==> src/rtl/posterior_update_32.sv <==
// Posterior write-back: buffers Q = L - E_old vectors, then on each E_new pops the oldest Q and
// emits L_new = sat(Q + E_new) two cycles later. Define SAT_SYMMETRIC_EN for a symmetric clamp.
module posterior_update_32 #(
  parameter int unsigned W     = 6,
  parameter int unsigned Wc    = 32,
  parameter int unsigned DEPTH = 8
) (
  input  logic                    clk,
  input  logic                    rst,
  input  logic [W*Wc-1:0]         q_in,
  input  logic                    q_valid,
  input  logic [W*Wc-1:0]         e_in,
  input  logic                    e_valid,
  output logic [W*Wc-1:0]         l_out,
  output logic                    l_valid,
  output logic [$clog2(DEPTH):0]  q_count,
  output logic                    full,
  output logic                    empty,
  output logic                    ovf_err,
  output logic                    unf_err
);

  localparam int unsigned AW = $clog2(DEPTH);
  localparam int unsigned VW = W * Wc;
  localparam logic [AW:0] FullCount = DEPTH[AW:0];

  localparam logic signed [W:0] SatMax = (W+1)'((1 << (W - 1)) - 1);
`ifdef SAT_SYMMETRIC_EN
  // Keeps -2^(W-1) out of the posterior so a later negation cannot overflow.
  localparam logic signed [W:0] SatMin = -SatMax;
`else
  localparam logic signed [W:0] SatMin = (W+1)'(-(1 << (W - 1)));
`endif

  logic [VW-1:0]   mem_q [DEPTH];
  logic [AW-1:0]   wr_ptr_q, rd_ptr_q;
  logic [AW:0]     count_q, count_d;
  logic            ovf_q, unf_q;
  logic            push, pop;
  logic            s1_valid_q, l_valid_q;
  logic signed [W:0] sum_d [Wc];
  logic signed [W:0] sum_q [Wc];
  logic [VW-1:0]   head;
  logic [VW-1:0]   sat_d;
  logic [VW-1:0]   l_out_q;

  assign full    = (count_q == FullCount);
  assign empty   = (count_q == '0);
  assign pop     = e_valid && !empty;
  assign push    = q_valid && (!full || pop);
  assign head    = mem_q[rd_ptr_q];

  assign q_count = count_q;
  assign ovf_err = ovf_q;
  assign unf_err = unf_q;
  assign l_out   = l_out_q;
  assign l_valid = l_valid_q;

  always_comb begin
    count_d = count_q;
    case ({push, pop})
      2'b10:   count_d = count_q + (AW+1)'(1);
      2'b01:   count_d = count_q - (AW+1)'(1);
      default: count_d = count_q;
    endcase
  end

  // Sign-extend each element to W+1 bits so the sum cannot wrap before saturation.
  always_comb begin
    for (int k = 0; k < Wc; k++) begin
      sum_d[k] = {head[W*k+W-1], head[W*k +: W]} + {e_in[W*k+W-1], e_in[W*k +: W]};
    end
  end

  always_comb begin
    sat_d = '0;
    for (int k = 0; k < Wc; k++) begin
      if (sum_q[k] > SatMax) begin
        sat_d[W*k +: W] = SatMax[W-1:0];
      end else if (sum_q[k] < SatMin) begin
        sat_d[W*k +: W] = SatMin[W-1:0];
      end else begin
        sat_d[W*k +: W] = sum_q[k][W-1:0];
      end
    end
  end

  // Buffer storage is intentionally not reset.
  always_ff @(posedge clk) begin
    if (push) begin
      mem_q[wr_ptr_q] <= q_in;
    end
  end

  always_ff @(posedge clk) begin
    if (pop) begin
      sum_q <= sum_d;
    end
  end

  always_ff @(posedge clk) begin
    if (!rst) begin
      wr_ptr_q   <= '0;
      rd_ptr_q   <= '0;
      count_q    <= '0;
      ovf_q      <= 1'b0;
      unf_q      <= 1'b0;
      s1_valid_q <= 1'b0;
      l_valid_q  <= 1'b0;
      l_out_q    <= '0;
    end else begin
      if (push) begin
        wr_ptr_q <= wr_ptr_q + AW'(1);
      end
      if (pop) begin
        rd_ptr_q <= rd_ptr_q + AW'(1);
      end
      count_q <= count_d;
      if (q_valid && full && !pop) begin
        ovf_q <= 1'b1;
      end
      if (e_valid && empty) begin
        unf_q <= 1'b1;
      end
      s1_valid_q <= pop;
      l_valid_q  <= s1_valid_q;
      if (s1_valid_q) begin
        l_out_q <= sat_d;
      end
    end
  end

endmodule

==> config.mk <==
export PLATFORM = sky130hd
export DESIGN_NAME = posterior_update_32
export DESIGN_NICKNAME = d
export VERILOG_FILES = /design/src/rtl/posterior_update_32.sv
export SDC_FILE = /design/constraint.sdc
export NUM_CORES = 2
export LEC_CHECK = 0
export BUFFER_PORTS_ARGS = -buffer_cell sky130_fd_sc_hd__clkbuf_2
export CORE_MARGIN = 4
export CORE_UTILIZATION = 40
export DETAILED_ROUTE_END_ITERATION = 12
export PLACE_DENSITY = 0.64
export SLEW_MARGIN = 10
export SYNTH_ARGS = -nofsm -noshare
export SYNTH_HDL_FRONTEND = slang
export SYNTH_SLANG_ARGS = --single-unit
==> constraint.sdc <==
create_clock -name clk -period 17.7 [get_ports clk]
set_clock_uncertainty 0.1 [all_clocks]
set_input_delay 0.885 -clock clk [delete_from_list [all_inputs] [get_ports clk]]
set_output_delay 0.885 -clock clk [all_outputs]
set_load 0.005 [all_outputs]
### After elaboration in Yosys (flattened, before gate mapping)

Memories as Yosys holds them, arrays and structs flattened. A register that Yosys moved wholly into a read port is not among the register bits.
Cells that the tools add are included.

| cells by class | value |
|---|---|
| bitwise operators | 0 |
| $add $sub $neg | 36 |
| $mul | 0 |
| equal/unequal tests | 3 |
| divide/modulo/power cells | 0 |
| shift operators | 0 |
| $lt $le $gt $ge | 64 |
| reductions and logical operators | 11 |
| muxes and demuxes | 69 |

Operators by type and width:

| operator | count |
|---|---|
| $mux W6 | 64 |
| $add A6 B6 Y7 | 32 |
| $gt A7 B6 Y1 const B | 32 |
| $lt A7 B6 Y1 const B | 32 |
| $pmux W4 S2 | 1 |
| $add A3 B1 Y3 const B | 2 |
| $mux W3 | 2 |
| $logic_and A1 B1 Y1 | 5 |
| $add A4 B1 Y4 const B | 1 |
| $eq A4 B4 Y1 const B | 1 |
| $logic_not A4 Y1 | 1 |
| $sub A4 B1 Y4 const B | 1 |
| $logic_not A1 Y1 | 3 |
| $eq A2 B1 Y1 const B | 1 |
| $eq A2 B2 Y1 const B | 1 |
| $mux W1 | 2 |
| $reduce_bool A2 Y1 | 1 |
| $logic_or A1 B1 Y1 | 1 |

| storage, ports and cells | value |
|---|---|
| bits in read-only memories | 0 |
| bits in latches | 0 |
| memories kept | 1 |
| register bits | 430 |
| output and inout port bits | 201 |
| RAM bits | 1536 |
| input port bits | 388 |

Memories:

| name | words | bits a word | rd ports | clocked after memory_dff | write ports | line | text |
|---|---|---|---|---|---|---|---|
| mem_q | 8 | 192 | 1 | 1 | 1 | 35 | `logic [VW-1:0] mem_q [DEPTH];` |

### Longest topological paths before layout

| depth | value |
|---|---|
| word-level depth | 7 |
| gate-level depth with buffers | 12 |

### Worst setup path after synthesis

OpenSTA, ideal clock, no wires.

| path | value |
|---|---|
| path type | input port to flip-flop |
| start point | in e_valid |
| end point | mem mem_q[0][0] in the netlist's numbering, enable pin |
| data arrival time | 14.485 ns |
| stages | 4 |
| path buffers | 1 |
| setup slack | 2.135 ns |
| required time | 16.620 ns |
| setup time | 0.980 ns |
| path through | clkbuf_1 o21ai_2 or2_1 nor3_1 |

| on the way | value |
|---|---|
| cells in the longest elaborated chain, start to end | 5 |

Ends and longest elaborated chain:

| item | line | text |
|---|---|---|
| start, declared | 13 | `input logic e_valid,` |
| $logic_and A1 B1 Y1 | 49 | `assign pop = e_valid && !empty;` |
| $logic_or A1 B1 Y1 | 50 | `assign push = q_valid && (!full \|\| pop);` |
| $logic_and A1 B1 Y1 | 50 |  |
| $mux W1 | 90 | `if (push) begin` |
| $mux W1 (not written as such) | 91 | `mem_q[wr_ptr_q] <= q_in;` |
| end, declared | 35 |  |

No other way between the ends.

==> run metrics <==
status completed; Top Family by Delay on Critical Path buffers and inverters; DR pass1 iterations 5; Worst path max stage delay 0.83 ns; min Tclk post-route 5.762 ns; Mapped Avg Cell Area 18.14 um2; share of Yosys cell area claimed by the top area cell type 0.6660; DP HPWL 118500 um; post-place setup slack 11.86 ns; non-filler cells, final 7919; Total GRT Usage 0.1835; post-synthesis adder-cell area fraction 0.03895; most used cell, CP buf_4; drt total wl 189800 um; leading area contributor after synthesis edfxtp_1; Synth Area in Compound Gates 0.03811; fmax 0.1735 GHz; vias in the first global route 43090; Max VDD drop 125.9 uV; Seq/Total Area, Yosys 0.7187; area delta synth->final 16.32%; fraction of the mapped netlist area in simple logic gates 0.03075; Worst-Skew Late Latency 0.83 ns; Hold Fails Final Rpt 0; Final Worst Setup Slack 11.94 ns; CP cell instances buf_12 > buf_4 > buf_4 > mux4_2 > mux2_2 > ha_1 > fa_1 > a21o_1 > a21oi_1 > nor2b_1 > o22ai_1; Crit path buffers/inverters 3; routed vias/inst 5.188; CP endpoint kind flip-flop; Power Total 13010 uW; cts hold-fix bufs 0; Max clock buf depth 3; worst-margin pin slew 1.191 ns; total clock sinks 1969; vias after detailed routing 41090; MaxCap Viol Count 0; mux contribution to synthesized area 0.1400; Yosys warnings 0; placed cell count 7505; Setup-failing EPs final 0; die height 453.4 um; setup_tns 0 ns; Filler cells 16630; slew margin rel. 0.2063; most frequent cells in the layout edfxtp_1, clkbuf_2, mux4_2; Yosys reg bits 1969; Rows 163; Worst-path clk slew 0.06 ns; CTS tree done; total grt overflow 0; I/O pin count 589; Post-CTS Setup Bufs 0; gpl congestion 0.8220; leak pwr 0.03158 uW; HP Class input pin to flip-flop; CTS buffer count 204; first-pass GRT wire length 280200 um; largest family of logic cells by synthesized area multiplexers; Final Slew Violations 0; initial antenna violation count 55; Pwr per Cell Area 140.9 nW/um2; initial core utilization 0.4024; top_reg_cell synth edfxtp_1; # DRC 0; # H-tree levels 4; I/O Buffers 588; RSZ-0062 raised after global routing false; synthesized net count 4990; synthesized area 79350 um2; Die ar. 205600 um2; Die Span X 453.4 um; Post-synth ARST share 0; Max FO, Critical Path 94; Req. time, crit path 18.28 ns; post-route clock period utilization 0.3255; root buf cell clkbuf_16; Max stage delay cell, worst path buf_4; most common cell after layout, fill and taps aside edfxtp_1; critical path class flip-flop to flip-flop; Core Area 197200 um2; Initial DRC Count 2856; layout cells sized above 1 0.2884; largest net degree at the start of global routing 107; Post-CTS Resized 0; final antenna-violating net count 0; Post-synth EDFFs 1760; Mapped Cells 4375; synth top area cells edfxtp_1, mux4_2, dfxtp_1; crit path launch type flip-flop; layout net count 5686; Critical Path AT 6.34 ns; synth unique cells 44; WL/cell 23.97 um; Synth Area in XOR/XNOR 0.01115
-- routing by layer --
metal  vias up  global-route usage  part of all wire
met2       885              0.3249              0.52
met4        22             0.06004             0.029
li1      18570                   -                 -
met5         -                   0           0.00071
met3       283             0.03798             0.049
met1     21330              0.2246              0.40
-- path summary, 6_finish.rpt --
| kind | start | to | slack [ns] | cells past startpoint |
|---|---|---|---|---|
| min | q_in[71] | mem_q[1][71] | 0.23 | 1 |
| max | flip-flop | sum_q[41] | 11.94 | 11 |
| min reg2reg | sum_q[204] | l_out[13] | 0.38 | 2 |
| max reg2reg | flip-flop | sum_q[41] | 11.94 | 11 |
-- state kept, by name, summed over array words and instances, names as in the netlist, named ones only --
signal / flops
mem_q: 1536
l_valid: 1
ovf_err: 1
q_count: 4
rd_ptr_q: 3
unf_err: 1
sum_q: 224
l_out: 192
wr_ptr_q: 3
s1_valid_q: 1
-- cell families (layout without fill, tap and decap cells) --
group           count (synthesis)  after routing
buf+inv                       383           1255
flops                        1969           1969
fa+ha+maj                     228            228
xor+xnor                      101            101
other cells                     0             32
mux                           610            610
simple gates                  525            525
compound gates                559            559
-- synth_stat cells, types with 74 or more instances --
library cell	count
nor2_1	260
dfxtp_1	209
mux2_2	161
inv_1	218
nor2b_1	79
nand2_1	109
o21ai_0	223
xnor2_1	98
clkbuf_1	74
edfxtp_1	1760
mux4_2	384
a21oi_1	231
ha_1	195
-- layout make-up --
| cell class | count | area (um2) | area share |
|---|---|---|---|
| repair buffers | 647 | 3455 | 0.03743 |
| well taps | 2640 | 3303 | 0.03579 |
| clock inverters | 112 | 1439 | 0.01559 |
| diodes | 32 | 80.08 | 0.0008675 |
| multi-input cells | 2023 | 20610 | 0.2232 |
| flip-flops and latches | 1969 | 57050 | 0.6181 |
| inverters | 226 | 855.8 | 0.009272 |
| clock buffers | 270 | 5517 | 0.05976 |
-- per-stage QoR --
stage	instance area [um2]	utilization	hold slack, ns
floorplan	79350	-	0.3541
global placement	85270	0.4324	0.3694
detailed placement	85270	0.4324	0.3791
CTS	92220	0.4676	0.1345
global route	92270	0.4679	0.1742
finish	92300	0.4680	0.2321
-- power by group --
part | switching [uW] | leakage (uW) | total [uW] | internal, uW
clock network | 1780 | 0.00339 | 4420 | 2640
logic | 1460 | 0.0105 | 2780 | 1320
registers | 209 | 0.0177 | 5810 | 5600
Note: power is estimated with default switching activity, not from simulation.
